$ cat config.mk
export PLATFORM = sky130hd
export DESIGN_NAME = pipe_stage_skid
export DESIGN_NICKNAME = d
export VERILOG_FILES = /design/src/rtl/pipe_stage_skid_pkg.sv /design/src/rtl/pipe_entry.sv /design/src/rtl/pipe_stage_skid.sv
export SDC_FILE = /design/constraint.sdc
export NUM_CORES = 1
export LEC_CHECK = 0
export ABC_AREA = 1
export CORE_MARGIN = 4
export CORE_UTILIZATION = 54
export DETAILED_ROUTE_END_ITERATION = 12
export GPL_TIMING_DRIVEN = 0
export PLACE_DENSITY = 0.83
export SYNTH_ARGS = -nofsm -noshare
export SYNTH_HDL_FRONTEND = slang
export SYNTH_SLANG_ARGS = --single-unit
export TNS_END_PERCENT = 5
$ cat constraint.sdc
create_clock -name clk -period 2.52 [get_ports clk]
set_input_delay 0.378 -clock clk [delete_from_list [all_inputs] [get_ports clk]]
set_output_delay 0.378 -clock clk [all_outputs]
set_load 0.1 [all_outputs]
$ cat src/rtl/pipe_stage_skid_pkg.sv
// -----------------------------------------------------------------------------
// pipe_stage_skid_pkg
//   Shared constants for the generic pipeline-stage register and its callers.
//   Holds the default payload/counter widths and the per-boundary payload
//   widths. Field packing into these widths stays with each instantiating stage.
//
// Optional feature macro: PIPE_STAGE_PERF_EN (consumed by pipe_stage_skid)
// -----------------------------------------------------------------------------
package pipe_stage_skid_pkg;

    // Default payload width of a stage register
    localparam int PIPE_DEFAULT_WIDTH = 32;

    // Default width of the optional performance counters
    localparam int PIPE_CNT_W = 16;

    // ID/EX payload width, derived from the packed field widths of that boundary
    localparam int ID_EX_W = 189;

endpackage

$ cat src/rtl/pipe_entry.sv
// -----------------------------------------------------------------------------
// pipe_entry
//   One storage slot of a pipeline stage: a valid bit plus a WIDTH-bit payload.
//   Used twice inside pipe_stage_skid (main entry and skid entry).
//
// Ports:
//   clk    in   clock, rising edge
//   rst_n  in   asynchronous active-low reset (empties the slot)
//   load   in   capture d and mark the slot valid
//   clear  in   empty the slot and park DEFAULT_VAL (wins over load)
//   d      in   payload to capture
//   valid  out  slot holds a payload
//   data   out  stored payload (DEFAULT_VAL when empty)
// -----------------------------------------------------------------------------
module pipe_entry
    import pipe_stage_skid_pkg::*;
#(
    parameter int                 WIDTH       = PIPE_DEFAULT_WIDTH,
    parameter logic [WIDTH-1:0]   DEFAULT_VAL = '0
) (
    input  logic             clk,
    input  logic             rst_n,
    input  logic             load,
    input  logic             clear,
    input  logic [WIDTH-1:0] d,
    output logic             valid,
    output logic [WIDTH-1:0] data
);

    // Slot register. Clearing always parks DEFAULT_VAL so an empty slot
    // never leaks a stale payload onto the datapath.
    always_ff @(posedge clk or negedge rst_n) begin
        if (!rst_n) begin
            valid <= 1'b0;
            data  <= DEFAULT_VAL;
        end else if (clear) begin
            valid <= 1'b0;
            data  <= DEFAULT_VAL;
        end else if (load) begin
            valid <= 1'b1;
            data  <= d;
        end
    end

endmodule

$ cat src/rtl/pipe_stage_skid.sv
// -----------------------------------------------------------------------------
// pipe_stage_skid
//   Generic pipeline-stage register with a valid/ready handshake backed by a
//   2-entry skid buffer (main + skid), plus the legacy stall/bubble hazard
//   controls. in_ready comes straight from a flop (the skid valid bit), so
//   there is no combinational path from out_ready to in_ready.
//
// Parameters:
//   WIDTH        payload width (1..512)
//   DEFAULT_VAL  payload held while the stage is empty
//   CNT_W        performance counter width (only with PIPE_STAGE_PERF_EN)
//
// Ports:
//   clk, rst_n         clock / asynchronous active-low reset
//   stall              freeze all stage state, no transfers
//   bubble             flush both entries to DEFAULT_VAL
//   in_valid/in_ready/in_data     upstream handshake
//   out_valid/out_ready/out_data  downstream handshake
//   stall_cnt, bubble_cnt         saturating counters (PIPE_STAGE_PERF_EN)
//
// Optional feature macro: PIPE_STAGE_PERF_EN. When undefined, the counter
// parameter, ports and logic are absent and the port list ends at out_data.
// Legacy use: tie in_valid=1 and out_ready=1 for a plain stall/bubble register.
// -----------------------------------------------------------------------------
module pipe_stage_skid
    import pipe_stage_skid_pkg::*;
#(
    parameter int                 WIDTH       = PIPE_DEFAULT_WIDTH,
    parameter logic [WIDTH-1:0]   DEFAULT_VAL = '0
`ifdef PIPE_STAGE_PERF_EN
    ,
    parameter int                 CNT_W       = PIPE_CNT_W
`endif
) (
    input  logic             clk,
    input  logic             rst_n,
    input  logic             stall,
    input  logic             bubble,
    input  logic             in_valid,
    output logic             in_ready,
    input  logic [WIDTH-1:0] in_data,
    output logic             out_valid,
    input  logic             out_ready,
    output logic [WIDTH-1:0] out_data
`ifdef PIPE_STAGE_PERF_EN
    ,
    output logic [CNT_W-1:0] stall_cnt,
    output logic [CNT_W-1:0] bubble_cnt
`endif
);

    logic             main_valid;
    logic [WIDTH-1:0] main_data;
    logic             skid_valid;
    logic [WIDTH-1:0] skid_data;

    logic             acc;
    logic             rel;
    logic             main_load;
    logic             main_clear;
    logic [WIDTH-1:0] main_d;
    logic             skid_load;
    logic             skid_clear;

    assign in_ready  = !skid_valid;
    assign out_valid = main_valid;
    assign out_data  = main_data;

    // Entry control. A stall forces every load/clear low so both entries hold.
    // Bubble clears both entries and drops any payload accepted that cycle.
    // Main refills from skid when skid is occupied, otherwise from upstream;
    // a release with nothing behind it empties main. Skid only captures when
    // main is occupied and not leaving, which is also the only way in_ready
    // can fall.
    always_comb begin
        acc        = 1'b0;
        rel        = 1'b0;
        main_load  = 1'b0;
        main_clear = 1'b0;
        main_d     = in_data;
        skid_load  = 1'b0;
        skid_clear = 1'b0;

        acc = in_valid && in_ready && !stall;
        rel = main_valid && out_ready && !stall;

        if (skid_valid) begin
            main_d = skid_data;
        end

        if (!stall) begin
            if (bubble) begin
                main_clear = 1'b1;
                skid_clear = 1'b1;
            end else begin
                main_load  = (!main_valid && acc) || (rel && (skid_valid || acc));
                main_clear = rel && !skid_valid && !acc;
                skid_load  = main_valid && !rel && acc;
                skid_clear = rel && skid_valid;
            end
        end
    end

    pipe_entry #(
        .WIDTH       (WIDTH),
        .DEFAULT_VAL (DEFAULT_VAL)
    ) u_main (
        .clk   (clk),
        .rst_n (rst_n),
        .load  (main_load),
        .clear (main_clear),
        .d     (main_d),
        .valid (main_valid),
        .data  (main_data)
    );

    pipe_entry #(
        .WIDTH       (WIDTH),
        .DEFAULT_VAL (DEFAULT_VAL)
    ) u_skid (
        .clk   (clk),
        .rst_n (rst_n),
        .load  (skid_load),
        .clear (skid_clear),
        .d     (in_data),
        .valid (skid_valid),
        .data  (skid_data)
    );

`ifdef PIPE_STAGE_PERF_EN
    // Saturating hazard counters. A bubble under stall is ignored by the
    // stage, so it is not counted as an effective bubble either.
    always_ff @(posedge clk or negedge rst_n) begin
        if (!rst_n) begin
            stall_cnt  <= '0;
            bubble_cnt <= '0;
        end else if (stall) begin
            if (stall_cnt != '1) begin
                stall_cnt <= stall_cnt + 1'b1;
            end
        end else if (bubble) begin
            if (bubble_cnt != '1) begin
                bubble_cnt <= bubble_cnt + 1'b1;
            end
        end
    end
`endif

endmodule
==> metrics.txt, run 1 <==
slowest library cell on the worst path=clkdlybuf4s50_1; violation count after the first detailed-routing iteration=about 230; highest clock frequency the design can meet=416 MHz; overall track demand over capacity in global routing=roughly a quarter; pre-CTS setup slack=0.0891 ns; reported max-cap violation count=0; CTS Root Buffer Type=clkbuf_8; count of unique library cells instantiated by Yosys=20; TritonRoute pass-1 iters=5; part of the Yosys area used for sequential elements=51.0%; Final Worst Setup Slack=about 0.12 ns; capturing element of the worst setup path=out_valid; Vias per Instance=5.26; Worst Max-Slew Pin Slew=approximately 0.99 ns; leakage power figure=0.00226 µW; part of the cycle the worst path needs=95.4%; final non-filler cell total=561; antenna violations before repair=0; crit-path leading delay family=buffers and inverters; number of vias after detailed routing=2,953; reg-to-reg endpoint=u_main.data[13]$_DFFE_PN0P_; Reg-to-Reg Start=u_skid.valid$_DFFE_PN0P_; Post CTS Setup Buffer Count=0; Die Ht=between 80 and 90 µm; run status=complete, no violations; wire length of the first global-routing pass=14.0 mm; number of nets at the end of the flow=523; share of final-layout standard cells stronger than drive strength 1=12.5%; R2R setup slack=1.12 ns; die width=85.5 µm; Worst setup EP type=primary output; residual DRC count=0; synthesis warning total=0; Worst VDD drop=0.478 mV; slew margin rel.=approximately 34%; CTS sink cnt=between 60 and 70; clock buffers created by TritonCTS=9; Detail Route Antenna Nets=0; Placement Rows=27; global placement routability congestion=just over 0.8; Final setup violation count=0; total standard cell area after synthesis=3240 µm²; fin util=about three quarters; vias in the first global route=3,058; CP Data Required Time=2.14 ns; clock skew=0.0120 ns; worst setup path category=reg2out; worst-skew pair later-pin latency=0.34 ns; mean instance size in the synthesized netlist=between 8 and 9 µm²; placed wire-length estimate=5.51 mm; Syn Nets=441; peak per-stage delay on the critical path=1.19 ns; number of hold violations in the final report=0; maximum net fanout on the critical path=6; flip-flop and latch count after synthesis=66; number of inserted diodes=0; Max H-tree Level=3; setup repair after global routing missed its margin=false; TritonCTS clock tree=yes; ports placed on the boundary=72; total die area=7300 µm²; min-delay worst type=in2async; area inside the core boundary=~5700 µm²; count of final max-slew check failures=0; reg2reg path depth=8; Layout area overhead=29.7%; Post-Syn Instances=403; total wire length after detailed routing=7.99 mm; Starting Density=57.1%; clock tree buffer depth=2; number of buffers and inverters on the critical path=1; pwr dens=817 nW/µm²; data arrival time of the critical path=2.03 ns; worst setup path start=u_main.valid$_DFFE_PN0P_; largest net degree at the start of global routing=between 60 and 70; startpoint type of the worst setup path=flip-flop; Levels on crit path=1; overflow left after global routing=0; mean routed wirelength per cell=14.2 µm; clock slew seen by the registers of the worst setup and hold paths=0.08 ns; min cycle time layout=2.40 ns; critical path cell sequence=clkdlybuf4s50_1; quantity of I/O buffers inserted on ports=71; DP Cell Count=546
through the flow:
step | setup TNS, ns | power (µW) | hold WS (ns) | instance area (µm²)
floorplan | 0 | 2280 | 0.0824 | 3240
global placement | -73.03 | 2650 | 0.462 | 4040
detailed placement | 0 | 2660 | 0.465 | 4040
CTS | 0 | 3450 | 0.172 | 4210
global route | 0 | 3590 | 0.212 | 4200
finish | 0 | 3430 | 0.143 | 4200
cell families (layout without fill, tap and decap cells):
kind of cell    after synthesis  after routing  share of synthesized area (%)
buf+inv                      30            116                           7.42
compound gates                3              3                          0.657
flops                        66             66                           51.0
simple gates                304            304                           40.9
layout by cell type, fill, tap and decap left out, types with 2 or more instances in the layout:
cell type and count:
buf_2 6, buf_4 6, buf_6 9, buf_8 3
clkbuf_1 3, clkbuf_8 11, clkdlybuf4s50_1 69, clkinv_2 3
dfrtp_1 66, inv_1 3, inv_2 2, nand2_1 230
nand2_2 4, nand3_1 55, nand3_2 9, nor2_4 2
worst min-delay path by stage:
| stage | slack [ns] | start | cells after the start | to |
|---|---|---|---|---|
| global placement | 0.46 | u_main.data[16]$_DFFE_PN0P_ | 2 | u_main.data[16]$_DFFE_PN0P_ |
| finish | 0.14 | rst_n | 1 | u_main.data[5]$_DFFE_PN0P_ |
| CTS | 0.17 | rst_n | 1 | u_skid.data[0]$_DFFE_PN0P_ |
| global route | 0.21 | rst_n | 1 | u_skid.data[5]$_DFFE_PN0P_ |
| floorplan | 0.08 | rst_n | 0 | u_main.data[0]$_DFFE_PN0P_ |
| detailed placement | 0.47 | u_main.data[26]$_DFFE_PN0P_ | 2 | u_main.data[26]$_DFFE_PN0P_ |
what timing repair did:
| action | CTS | global route |
|---|---|---|
| endpoints found under the setup margin | 1 | 1 |
| gates resized for setup | 2 | 1 |
| hold buffers | 0 | 0 |
synth_stat cells:
cell type / instances / area [µm²]
nand3_1: 55 / 275
inv_1: 3 / 11.3
clkbuf_1: 2 / 7.51
inv_2: 2 / 7.51
nor2_4: 2 / 22.5
a21oi_1: 1 / 5.00
nor2_2: 1 / 6.26
buf_4: 5 / 37.5
nand2_4: 1 / 11.3
nand3_2: 9 / 90.1
buf_6: 9 / 101
nand2_2: 4 / 25.0
nand4_4: 1 / 21.3
nand2_1: 230 / 863
nand3b_2: 1 / 11.3
dfrtp_1: 66 / 1650
o21ai_2: 1 / 8.76
o21bai_1: 1 / 7.51
buf_2: 6 / 30.0
buf_8: 3 / 45.0
power breakdown:
part	switching [µW]	internal [µW]	total, µW	leakage, µW
Clock	388	401	789	0.0000920
Sequential	76.3	1190	1260	0.000900
Combinational	1030	353	1380	0.00126
registers in the layout (all words and copies together) (netlist names):
register / flops
u_main.data: 32
u_main.valid: 1
u_skid.data: 32
u_skid.valid: 1
per-layer routing:
layer | global-route usage (%) | part of all wire (%) | up-vias
met4 | 8.92 | 1.6 | 0
met3 | 4.85 | 6.8 | 15
met2 | 38.4 | 47 | 118
met5 | 0 | 0 | -
li1 | - | - | 1432
met1 | 32.3 | 44 | 1388
final cells by class:
| cell class | instances | area, µm² |
|---|---|---|
| fillers | 455 | 1470 |
| flip-flops and latches | 66 | 1650 |
| multi-input cells | 307 | 1350 |
| well taps | 72 | 90.1 |
| inverters | 5 | 18.8 |
| plain buffers | 25 | 221 |
| clock inverters | 3 | 15.0 |
| clock buffers | 12 | 155 |
| repair buffers | 71 | 703 |
Power figures use the tool's default switching activity.
==> run 2, diff against run 1 <==
- ABC_CLOCK_PERIOD_IN_PS: default -> 2520
- CTS_CLUSTER_SIZE: default -> 8
- MAX_ROUTING_LAYER: default -> met4
==> run 2 against run 1 <==
  * Non-clock buffer count is the same
  * Critical path depth is the same
  * Cell count is the same
  * Largest power group unchanged
  * Sequential share of layout area is the same
  * Sequential power is essentially flat
  * Critical endpoint unchanged
  * Global-route usage grew 0.74 points
  * Setup slack lost 0.0016 ns
  * Flip-flop and latch count is the same
  * First-iteration DRC count grew 2.7%
  * Cell area is the same
==> metrics.txt, run 2 (synthesis results as in run 1) <==
run status=complete, no violations; CP Data Required Time=approximately 2.1 ns; clock buffers created by TritonCTS=9; quantity of I/O buffers inserted on ports=71; Detail Route Antenna Nets=0; Final Hold Slack=0.138 ns; commonest cells after routing, fill and taps aside=nand2_1, clkdlybuf4s50_1, dfrtp_1; overflow left after global routing=0; final non-filler cell total=561; number of hold violations in the final report=0; Worst VDD drop=0.478 mV; crit-path leading delay family=buffers and inverters; reported max-cap violation count=0; pre-CTS setup slack=0.0891 ns; count of final max-slew check failures=0; total wire length after detailed routing=~8.0 mm; clock tree buffer depth=2; number of vias after detailed routing=2,989; number of buffers and inverters on the critical path=1; critical path cell sequence=clkdlybuf4s50_1; Max H-tree Level=3; CTS sink cnt=66; area inside the core boundary=5680 µm²; min-delay worst type=in2async; startpoint type of the worst setup path=flip-flop; Final setup violation count=0; clock skew=~0.012 ns; highest clock frequency the design can meet=416 MHz; Worst Max-Slew Pin Slew=0.994 ns; clock slew seen by the registers of the worst setup and hold paths=0.08 ns; Final Worst Setup Slack=0.115 ns; number of nets at the end of the flow=523; TritonCTS clock tree=yes; number of inserted diodes=0; fin util=74.1%; pwr dens=between 800 and 900 nW/µm²; worst setup path category=reg2out; setup repair after global routing missed its margin=false; antenna violations before repair=0; residual DRC count=0; peak per-stage delay on the critical path=1.19 ns; ports placed on the boundary=roughly 70; maximum net fanout on the critical path=6; most common cell after layout, fill and taps aside=nand2_1; slowest library cell on the worst path=clkdlybuf4s50_1; Layout area overhead=29.7%; die width=about 85 µm; data arrival time of the critical path=just over 2 ns; mean routed wirelength per cell=14.2 µm; Vias per Instance=5.33; Placement Rows=27; Post CTS Setup Buffer Count=0; CTS Root Buffer Type=clkbuf_8; Starting Density=57.1%; TritonRoute pass-1 iters=5; share of final-layout standard cells stronger than drive strength 1=12.5%; violation count after the first detailed-routing iteration=231; wire length of the first global-routing pass=14.1 mm; placed wire-length estimate=5.51 mm; global placement routability congestion=0.834; registers with the most flip-flops=u_main.data x32, u_skid.data x32; CTS-repair resized insts=2; Worst setup EP type=primary output; leakage power figure=about 0.0023 µW; part of the cycle the worst path needs=between 90 and 100%; vias in the first global route=around 3,100; min cycle time layout=2.40 ns; worst-skew pair later-pin latency=0.34 ns; Hold Buf Count CTS=0; slew margin rel.=33.5%; largest net degree at the start of global routing=67; DP Cell Count=about 550; overall track demand over capacity in global routing=24.7%; Die Ht=85.5 µm; total die area=approximately 7300 µm²
-- run 2: cell counts in the layout (fill, tap and decap cells not counted) --
Identical to the previous run, type by type.
-- run 2: power breakdown --
part           total (µW)  leakage, µW  internal (µW)  switching (µW)
registers            1260     0.000900           1190            76.3
clock network         790    0.0000920            401             389
logic                1380      0.00126            353            1030
-- run 2: metal layers --
layer	vias up	global-route usage (%)	wire, µm
li1	1428	-	-
met1	1410	32.4	3510
met2	139	38.4	3860
met3	12	4.66	514
met4	0	8.92	107
met5	-	-	0
-- run 2: worst paths after layout --
path / from / slack, ns / to / depth (start not counted)
worst max-delay path: u_main.valid$_DFFE_PN0P_ / 0.12 / out_valid / 1
worst min-delay path: rst_n / 0.14 / u_skid.data[5]$_DFFE_PN0P_ / 1
worst max register to register: u_skid.valid$_DFFE_PN0P_ / 1.12 / u_main.data[13]$_DFFE_PN0P_ / 8
worst min register to register: u_main.data[16]$_DFFE_PN0P_ / 0.48 / u_main.data[16]$_DFFE_PN0P_ / 2
max in group asynchronous: rst_n / 1.85 / u_skid.data[28]$_DFFE_PN0P_ / 1
min in group clk: u_main.data[16]$_DFFE_PN0P_ / 0.48 / u_main.data[16]$_DFFE_PN0P_ / 2
-- run 2: final cells by class --
cell class	instances	area (µm²)
flip-flops and latches	66	1650
fillers	455	1470
multi-input cells	307	1350
repair buffers	71	703
plain buffers	25	221
clock buffers	12	155
well taps	72	90.1
inverters	5	18.8
clock inverters	3	15.0
-- run 2: per-stage QoR --
stage | TNS, ns | instance area, µm² | total power [µW]
2_1_floorplan | 0 | 3240 | 2280
3_3_place_gp | -73.03 | 4040 | 2650
3_5_place_dp | 0 | 4040 | 2660
4_1_cts | 0 | 4210 | 3450
5_1_grt | 0 | 4200 | 3590
6_report | 0 | 4200 | 3430
==> run 3, diff against run 2 <==
- CORE_MARGIN: 4 -> default
==> run 3 against run 2 <==
  * Die area fell by 14%
  * First-iteration DRC count fell by 27%
  * Sequential power barely moved
  * Count of clock-buffer cells in the layout fell by 1
  * Worst hold slack got worse by 0.029 ns
  * Setup slack got worse by 0.0091 ns
  * Total power rose by 9.6%
  * Sequential share of layout area fell by 0.80 points
  * Critical path type unchanged
  * Largest power group unchanged
==> metrics.txt, run 3 (synthesis results as in run 1) <==
run status=complete, no violations; Die Ht=79.5 µm; CTS sink cnt=66; Final Worst Setup Slack=0.106 ns; CTS Root Buffer Type=clkbuf_8; maximum net fanout on the critical path=6; total die area=approximately 6300 µm²; TNS Setup=0 ns; post-layout total power=between 3000 and 4000 µW; vias in the first global route=2,785; Worst setup EP type=primary output; commonest cells after routing, fill and taps aside=nand2_1, clkdlybuf4s50_1, dfrtp_1; critical path cell sequence=clkdlybuf4s50_1; data arrival time of the critical path=2.04 ns; quantity of I/O buffers inserted on ports=71; total wire length after detailed routing=7.56 mm; number of buffers and inverters on the critical path=1; Detail Route Antenna Nets=0; number of hold violations in the final report=0; area inside the core boundary=5640 µm²; global placement routability congestion=approximately 0.84; ports placed on the boundary=72; part of the cycle the worst path needs=95.8%; clock buffers created by TritonCTS=9; Max H-tree Level=3; crit-path leading delay family=buffers and inverters; Vias per Instance=around 5.2; clock slew seen by the registers of the worst setup and hold paths=0.07 ns; worst setup path category=reg2out; Worst VDD drop=0.640 mV; clock tree buffer depth=2; peak per-stage delay on the critical path=1.19 ns; slowest library cell on the worst path=clkdlybuf4s50_1; share of final-layout standard cells stronger than drive strength 1=12.9%; Layout area overhead=32.4%; overall track demand over capacity in global routing=27.7%; wire length of the first global-routing pass=roughly 13 mm; placed wire-length estimate=5.05 mm; startpoint type of the worst setup path=flip-flop; number of vias after detailed routing=~2,900; clock skew=0.00729 ns; Final setup violation count=0; die width=79.5 µm; reg-to-reg endpoint=u_main.data[20]$_DFFE_PN0P_; number of nets at the end of the flow=~520; layout filler cell count=between 400 and 500; Post CTS Setup Buffer Count=0; CP Data Required Time=2.14 ns; highest clock frequency the design can meet=414 MHz; TritonCTS clock tree=yes; overflow left after global routing=0; antenna violations before repair=0; registers with the most flip-flops=u_main.data x32, u_skid.data x32; slew margin rel.=34.2%; final non-filler cell total=562; largest net degree at the start of global routing=67; pwr dens=877 nW/µm²; leakage power figure=about 0.0023 µW; worst-skew pair later-pin latency=0.35 ns; min-delay worst type=in2async; Placement Rows=27; violation count after the first detailed-routing iteration=168; residual DRC count=0; most common cell after layout, fill and taps aside=nand2_1; setup repair after global routing missed its margin=false; Reg-to-Reg Start=u_skid.valid$_DFFE_PN0P_; reported max-cap violation count=0; R2R setup slack=around 1.1 ns; Worst Max-Slew Pin Slew=0.984 ns; min cycle time layout=around 2.4 ns; TritonRoute pass-1 iters=4; count of final max-slew check failures=0; pre-CTS setup slack=0.0576 ns; reg2reg path depth=8; Final Hold Slack=0.108 ns; Starting Density=around 57%; number of inserted diodes=0; DP Cell Count=546; mean routed wirelength per cell=13.4 µm
## run 3: changes by cell type in the layout (fill, tap and decap cells not counted)
cell / before / now
clkinv_2: 3 / 2
bufinv_16: 0 / 3
clkbuf_1: 3 / 2
clkbuf_2: 1 / 0
clkdlybuf4s15_2: 0 / 1
## run 3: worst max-delay path by stage
stage | from | to | slack [ns] | cells past startpoint
CTS | u_main.valid$_DFFE_PN0P_ | out_valid | 0.10 | 1
global placement | rst_n | u_main.data[26]$_DFFE_PN0P_ | -1.12 | 1
floorplan | u_main.valid$_DFFE_PN0P_ | u_skid.data[20]$_DFFE_PN0P_ | 0.65 | 6
finish | u_main.valid$_DFFE_PN0P_ | out_valid | 0.11 | 1
global route | u_main.valid$_DFFE_PN0P_ | out_valid | 0.07 | 1
detailed placement | u_skid.valid$_DFFE_PN0P_ | in_ready | 0.06 | 4
## run 3: repair_timing
action | 4_1_cts | 5_1_grt
hold buffers | 0 | 0
resized for setup | 3 | 0
setup endpoints to repair | 1 | 0
## run 3: final cells by class
cell class,count,area (µm²),area share [%]
clock buffers,11,151,3.53
well taps,72,90.1,2.10
repair buffers,71,709,16.5
multi-input cells,307,1350,31.4
plain buffers,25,221,5.16
flip-flops and latches,66,1650,38.5
inverters,5,18.8,0.437
clock inverters,5,100,2.33
## run 3: metrics by stage
stage	instance area [µm²]	utilization (%)
2_1_floorplan	3240	-
3_3_place_gp	4040	71.6
3_5_place_dp	4040	71.6
4_1_cts	4290	76.0
5_1_grt	4290	76.0
6_report	4290	76.0
## run 3: report_power, final
group | switching [µW] | leakage (µW) | internal (µW)
Combinational | 1020 | 0.00127 | 355
Sequential | 75.2 | 0.000900 | 1190
Clock | 421 | 0.000129 | 708
Total | 1510 | 0.00229 | 2250
## run 3: routing by layer
metal  share of wire, %  up-vias  GRT usage [%]
met3                6.2       13           6.17
li1                   -     1426              -
met2                 46      104           41.5
met1                 47     1356           36.7
met5                  0        -              -
met4                1.5        0           11.1
